## src/rtl/power_seq_controller.sv

```systemverilog
// power_seq_controller: sequences init / issue / wait / load for a runtime exponent, with abort, multiply timeout and range-error reporting.
module power_seq_controller #(
  parameter int MAX_N = 15,
  parameter int TIMEOUT = 64,
  localparam int CNT_W = $clog2(MAX_N + 1),
  localparam int WW = TIMEOUT > 1 ? $clog2(TIMEOUT) : 1
) (
  input  logic             clk,
  input  logic             rst,
  input  logic             start,
  input  logic [CNT_W-1:0] n_in,
  input  logic             abort,
  input  logic             mul_done,
  output logic             init,
  output logic             inc,
  output logic             mul_start,
  output logic             ld_reg,
  output logic             busy,
  output logic             ready,
  output logic             err,
  output logic [CNT_W-1:0] iter
);
  typedef enum logic [2:0] {IDLE, INIT, ISSUE, WAIT, LOAD, DONE} state_e;
  state_e state_q, state_d;
  logic [CNT_W-1:0] n_q, n_d, iter_q, iter_d;
  logic [WW-1:0] wait_q, wait_d;
  logic err_q, err_d;
  logic timed_out;
  assign timed_out = TIMEOUT != 0 && int'(wait_q) == TIMEOUT - 1;
  always_comb begin
    state_d = state_q;
    n_d = n_q;
    iter_d = iter_q;
    wait_d = wait_q;
    err_d = 1'b0;
    if (abort && state_q != IDLE) state_d = IDLE;
    else case (state_q)
      IDLE: if (start) begin
        if (int'(n_in) > MAX_N) err_d = 1'b1;
        else begin
          n_d = n_in;
          state_d = INIT;
        end
      end
      INIT: begin
        iter_d = '0;
        state_d = n_q == '0 ? DONE : ISSUE;
      end
      ISSUE: begin
        iter_d = iter_q + CNT_W'(1);
        wait_d = '0;
        state_d = WAIT;
      end
      // a late product wins over a timeout expiring in the same cycle
      WAIT: if (mul_done) state_d = LOAD;
      else if (timed_out) begin
        state_d = IDLE;
        err_d = 1'b1;
      end else wait_d = wait_q + WW'(1);
      LOAD: state_d = iter_q == n_q ? DONE : ISSUE;
      DONE: state_d = IDLE;
      default: state_d = IDLE;
    endcase
  end
  always_ff @(posedge clk) begin
    if (rst) begin
      state_q <= IDLE;
      n_q <= '0;
      iter_q <= '0;
      wait_q <= '0;
      err_q <= 1'b0;
    end else begin
      state_q <= state_d;
      n_q <= n_d;
      iter_q <= iter_d;
      wait_q <= wait_d;
      err_q <= err_d;
    end
  end
  assign init = state_q == INIT;
  assign inc = state_q == ISSUE;
  assign mul_start = state_q == ISSUE;
  assign ld_reg = state_q == LOAD;
  assign busy = state_q != IDLE;
  assign ready = state_q == DONE;
  assign err = err_q;
  assign iter = iter_q;
endmodule

```

## config.mk

```make
export PLATFORM = sky130hd
export DESIGN_NAME = power_seq_controller
export DESIGN_NICKNAME = d
export VERILOG_FILES = /design/src/rtl/power_seq_controller.sv
export SDC_FILE = /design/constraint.sdc
export NUM_CORES = 1
export LEC_CHECK = 0
export CAP_MARGIN = 5
export CORE_MARGIN = 2
export CORE_UTILIZATION = 50
export CTS_BUF_LIST = sky130_fd_sc_hd__clkbuf_16
export CTS_CLUSTER_SIZE = 28
export DETAILED_ROUTE_END_ITERATION = 8
export PLACE_DENSITY = 0.77
export SLEW_MARGIN = 5
export SYNTH_ARGS = -nofsm -noshare
export SYNTH_HDL_FRONTEND = slang
export SYNTH_SLANG_ARGS = --single-unit
```

## constraint.sdc

```tcl
create_clock -name clk -period 1.57 [get_ports clk]
set_input_delay 0.314 -clock clk [delete_from_list [all_inputs] [get_ports clk]]
set_output_delay 0.314 -clock clk [all_outputs]
set_load 0.02 [all_outputs]
```

==> impl_metrics.toml, run 1 <==
[power]
pwr_density_cell_nw_per_um2 = 1280
finalPower_mw = 1.928
ir_worst_vdd_v = 0.0009415
p_leak_nw = 0.5919

[finish]
layout-drive-gt1-share_pct = 29.19
num_antenna_cells = 0
design_area_um2 = 1506
syn_to_final_growth_pct = 44.89
nets = 173
final_util_pct = 76.79

[synthesis]
synthCells = 124
yosysMostFrequentCell = "dfxtp_1"
synth_fp_nets = 135
synth_area_per_cell_um2 = 8.385
async_flop_share_pct = 0
synth_edf_count = 0
synth_commonest_cells = "18 x dfxtp_1, 10 x a21oi_1, 10 x nand2_1"
ys_seq_area_share_pct = 34.66
synth_area_leaders = "dfxtp_1 35%, a21oi_1 4.8%, mux2i_1 3.9%, nand2_1 3.6%, nor3b_4 3.6%"
ys_warn_count = 0
ys_ff_latch = 18
syn_area_um2 = 1040
synth_ff_type = "dfxtp_1"
yosysTopAreaCell = "dfxtp_1"
ys_types = 39
synth_top_area_share_pct = 34.66

[critical_path]
reg2regPathDepth = 6
r2r_slack_ns = 0.01
startpoint_type = "flip-flop"
crit_family = "flip-flops"
critPathSlowestCell = "dfxtp_4"
cp.required_ns = 1.26
cp_num_cells = 2
cp_max_fo = 7
crit_chain = "nor3b_4, dlygate4sd2_1"
arrival_ns = 1.26
slowest_delay_ns = 0.37
r2r_start = "state_q[2]"
critPathKind = "flip-flop to output port"
endpoint = "inc"
crit_path_start = "state_q[2]"
cp.buffers_inverters = 1
r2r-end = "wait_q[2]"
worstSetupEndpointType = "output port"

[sta]
slew_violations = 0
fin_crit_sh_pct = 99.94
setup_slack_ns = 0.0009391
skew_ns = 0.0009362
rsz0062_at_grt = "yes"
clock.fmax_mhz = 637.3
relSlewSlack_pct = 75.15
worst_slew_pin_slew_ns = 0.3696
finalSetupViolCount = 0
finalSetupTns_ns = 0
final.min_clock_period_ns = 1.569
hold_violations = 0

[clocking]
cts.sinks = 18
ctsLongestPathBuffers = 2
htreeDepth = 1
numCtsBuffers = 3
cts_tree = "yes"
path_clk_slew_ns = 0.05
root_buffer = "clkbuf_16"
clock_latency_ns = 0.25

[floorplan]
start_util_pct = 53.00
pin_count = 20
die-area_um2 = 2460
die_h_um = 49.60
core-area_um2 = 1962
row_count = 16
die_x_um = 49.60

[route]
vias = 1066
remaining_drc_errors = 0
dr.pass1.iters = 4
drtAntennaViolNets = 0
drt_wl_total_um = 2802
viasPerCell = 5.670
wl_per_cell_um = 14.90
first_iter_violations = 27

[grt]
grt_usage_pct = 25.78
grt_pass1_wl_um = 4843
grt_pass1_vias = 1064
antenna_found_initial = 0
grt_max_degree = 14
grt.overflow.total = 0

[placed_design]
dp_slack_ns = -0.2776
portBuffers = 19
placed_cell_area_um2 = 1369
gp_congestion = 0.7960
dp_hpwl_um = 2049

[hold_path]
min-delay-path-class = "flip-flop to flip-flop"
hold_start = "wait_q[4]"

[outcome]
status = "finished clean"

[run]
maxCapViolations = 0
## metrics by stage
| step | hold slack, ns | instances |
|---|---|---|
| finish | 0.5248 | 188 |
| global route | 0.5554 | 188 |
| CTS | 0.4997 | 188 |
| detailed placement | 0.4945 | 181 |
| global placement | 0.4755 | 181 |
| floorplan | 0.3914 | 124 |
## state kept, by name, indices dropped and copies added (netlist names)
signal,count
err,1
wait_q,6
n_q,4
state_q,3
iter,4
## per-layer routing
metal  GRT usage, %  share of wire (%)  vias to the layer above
met1          27.98                 40                      496
li1               -                  -                      530
met2          48.22                 53                       31
met4          10.65                2.4                        0
met5              0                  0                        -
met3          4.848                3.7                        9
## how the worst min path moves through the flow
stage,slack (ns),end,cells past startpoint
floorplan,0.39,err,1
global placement,0.48,wait_q[4],2
detailed placement,0.49,wait_q[4],2
CTS,0.50,wait_q[4],2
global route,0.56,wait_q[4],2
finish,0.52,wait_q[4],2
## power by group
group	leakage (nW)	switching [mW]	internal [mW]
sequential	0.148	0.0819	0.515
combinational	0.406	0.393	0.425
clock	0.0385	0.175	0.339
## cell type report
class	count	area [um2]
Multi-Input combinational cell	94	656.9
Fill cell	166	455.4
Sequential cell	18	369.1
Timing Repair Buffer	41	352.8
Clock buffer	3	75.07
Tap cell	27	33.78
Inverter	4	15.01
Clock inverter	1	3.754
## placed cells by master, fill, tap and decap left out, drive strengths merged, types with 3 or more instances in the layout
master / Yosys / routed
dlygate4sd2: 0 / 7
nor3: 3 / 3
dfxtp: 18 / 18
or4: 3 / 3
buf: 3 / 22
nor2: 8 / 8
xnor2: 4 / 4
mux2i: 4 / 4
nand2: 10 / 10
inv: 4 / 4
nand3: 7 / 7
clkdlybuf4s50: 0 / 8
o21ai: 7 / 7
nor3b: 4 / 4
clkbuf: 5 / 4
a21oi: 10 / 10
a31oi: 3 / 3
nand4: 3 / 3
clkdlybuf4s15: 0 / 3
or3: 3 / 3
## repair_timing
item                       in CTS  in global routing
pin swaps                       5                  5
buffers inserted                3                  0
gates cloned                    0                  0
gates resized for setup        25                  8
setup endpoints to repair      15                 10
hold buffers                    0                  0
## worst min-delay path, stage by stage (launching register included)
cell     delay, ns
dfxtp_1       0.34
o21ai_0       0.08
a21oi_1       0.06
## cell families (layout without fill, tap and decap cells)
logic type                 count (synthesis)  after routing  share of synthesized area, %
AOI/OAI and AO/OA                         31             31                         19.98
adders and majority gates                  2              2                         2.406
muxes                                      4              4                         3.851
DFF                                       18             18                         34.66
buffers and inverters                     12             49                         5.535
and+or+nand+nor                           53             53                         30.21
xor gates and xnor gates                   4              4                         3.369
Power figures use the tool's default switching activity.
==> run 2: changes to the inputs <==
--- a/config.mk
+++ b/config.mk
@@ -5,6 +5,7 @@
 export SDC_FILE = /design/constraint.sdc
 export NUM_CORES = 1
 export LEC_CHECK = 0
+export ABC_AREA = 1
 export CAP_MARGIN = 5
 export CORE_MARGIN = 2
 export CORE_UTILIZATION = 50
==> impl_metrics.toml, run 2 <==
[grt]
grt_pass1_wl_um = 4360
grt_usage_pct = 23.30
grt.overflow.total = 0
antenna_found_initial = 0
grt_max_degree = 11
grt_pass1_vias = 1056

[critical_path]
crit_chain = "inv_2, nand3_1, inv_1, clkdlybuf4s15_1"
arrival_ns = 1.19
cp_num_cells = 4
crit_family = "buffers and inverters"
worstSetupEndpointType = "output port"
r2r-end = "wait_q[1]"
critPathKind = "flip-flop to output port"
reg2regPathDepth = 10
r2r_start = "state_q[2]"
r2r_slack_ns = 0.11
startpoint_type = "flip-flop"
critPathSlowestCell = "dfxtp_2"
cp.buffers_inverters = 3
cp_max_fo = 4
endpoint = "init"
crit_path_start = "state_q[2]"
cp.required_ns = 1.26
slowest_delay_ns = 0.36

[clocking]
root_buffer = "clkbuf_16"
path_clk_slew_ns = 0.05
clock_latency_ns = 0.25
cts.sinks = 18
htreeDepth = 1
numCtsBuffers = 3
ctsLongestPathBuffers = 2
cts_tree = "yes"

[synthesis]
synth_area_per_cell_um2 = 6.678
async_flop_share_pct = 0
synth_top_area_share_pct = 35.04
synth_edf_count = 0
synth_ff_type = "dfxtp_1"
syn_area_um2 = 1028
synth_commonest_cells = "37 x nand2_1, 18 x dfxtp_1, 16 x a21oi_1"
synth_area_leaders = "dfxtp_1 35%, nand2_1 14%, a21oi_1 7.8%, o21ai_0 5.8%, nor2_1 5.5%"
synthCells = 154
ys_warn_count = 0
ys_ff_latch = 18
ys_types = 23
yosysMostFrequentCell = "nand2_1"
yosysTopAreaCell = "dfxtp_1"
synth_fp_nets = 165
ys_seq_area_share_pct = 35.04

[sta]
holdWs_ns = 0.4836
relSlewSlack_pct = 81.44
clock.fmax_mhz = 666.1
worst_slew_pin_slew_ns = 0.2776
finalSetupViolCount = 0
skew_ns = 0.001766
fin_crit_sh_pct = 95.62
setup_slack_ns = 0.06871
slew_violations = 0
final.min_clock_period_ns = 1.501
hold_violations = 0

[route]
dr.pass1.iters = 5
drtAntennaViolNets = 0
wl_per_cell_um = 12.14
remaining_drc_errors = 0
viasPerCell = 5.171
vias = 1117
drt_wl_total_um = 2622
first_iter_violations = 34

[finish]
top_register = "wait_q"
syn_to_final_growth_pct = 40.02
final_cell_mix = "36 x nand2_1, 16 x a21oi_1"
finalNonFillerCells = 216
nets = 201
final_util_pct = 74.16
largest_reg_flops = 6
num_antenna_cells = 0
final_common_cell = "nand2_1"
layout-drive-gt1-share_pct = 23.81
design_area_um2 = 1440

[placed_design]
gp_congestion = 0.8117
portBuffers = 19
dp.cells = 212
dp_slack_ns = -0.08864
placed_cell_area_um2 = 1346
dp_hpwl_um = 2001

[floorplan]
pin_count = 20
die-area_um2 = 2436
start_util_pct = 52.96
die_h_um = 49.36
core-area_um2 = 1942
die_x_um = 49.36
row_count = 16

[power]
ir_worst_vdd_v = 0.0009874
pwr_density_cell_nw_per_um2 = 1420
p_leak_nw = 0.6294

[run]
maxCapViolations = 0

[hold_path]
min-delay-path-class = "flip-flop to flip-flop"

[outcome]
status = "finished clean"
## run 2: cell types whose count changed after synthesis, sizes merged, moves of 6 or more
cell and delta:
inv +13, nand2 +30, xor2 +6, a21oi +7, nor2 +12
## run 2: what timing repair did
action	4_1_cts	5_1_grt
pin swaps	0	3
setup buffers	0	0
setup endpoints to repair	9	10
resized for setup	24	14
hold buffers	0	0
## run 2: power breakdown
| group | total, mW | leakage (nW) | internal [mW] | switching (mW) |
|---|---|---|---|---|
| sequential | 0.626 | 0.148 | 0.541 | 0.0845 |
| clock | 0.514 | 0.0385 | 0.339 | 0.175 |
| combinational | 0.906 | 0.443 | 0.373 | 0.533 |
| total | 2.05 | 0.629 | 1.25 | 0.793 |
## run 2: logic make-up (layout without fill, tap and decap cells)
logic type | after synthesis | in the layout | share of synthesized area (%)
flops | 18 | 18 | 35.04
compound gates | 29 | 29 | 14.48
simple gates | 79 | 79 | 35.28
fa+ha+maj | 2 | 2 | 2.433
buf+inv | 20 | 55 | 7.664
xor+xnor | 6 | 6 | 5.109
## run 2: worst min path at each step
stage	from	to	slack, ns	cells after the start
after floorplan	mul_done	err	0.39	1
after detailed placement	n_q[2]	n_q[2]	0.48	2
after global routing	n_q[2]	n_q[2]	0.51	2
after CTS	n_q[2]	n_q[2]	0.49	2
final	n_q[2]	n_q[2]	0.48	2
after global placement	n_q[3]	n_q[3]	0.48	2
## run 2: metrics by stage
| step | total power, mW | TNS, ns |
|---|---|---|
| 6_report | 2.046 | 0 |
| 4_1_cts | 2.017 | 0 |
| 2_1_floorplan | 1.129 | 0 |
| 3_5_place_dp | 1.528 | -0.3358 |
| 3_3_place_gp | 1.502 | -0.1435 |
| 5_1_grt | 2.174 | -0.02928 |
## run 2: metal layers
layer  wire length [um]  vias up  part of all wire, %  global-route usage, %
met4                 46        0                  1.8                  8.571
met5                  0        -                    0                      0
met3                108        9                  4.1                  3.988
met2               1328       33                   51                  40.09
met1               1137      502                   43                  28.87
li1                   -      573                    -                      -
## run 2: worst register-to-register path, stage by stage, from the launching register on
cell and delay, ns:
dfxtp_2 0.36, inv_2 0.10, buf_4 0.14, nand2_2 0.06
buf_4 0.14, nand2_2 0.08, nand3_2 0.10, nor2_4 0.19
nand2_1 0.06, o21ai_0 0.07, nor2_1 0.06
## run 2: cell type report
cell class                      count  area, um2
Multi-Input combinational cell    116      621.8
Fill cell                         169      501.7
Sequential cell                    18      365.4
Timing Repair Buffer               33      272.8
Clock buffer                        3      75.07
Inverter                           18      67.56
Tap cell                           27      33.78
Clock inverter                      1      3.754
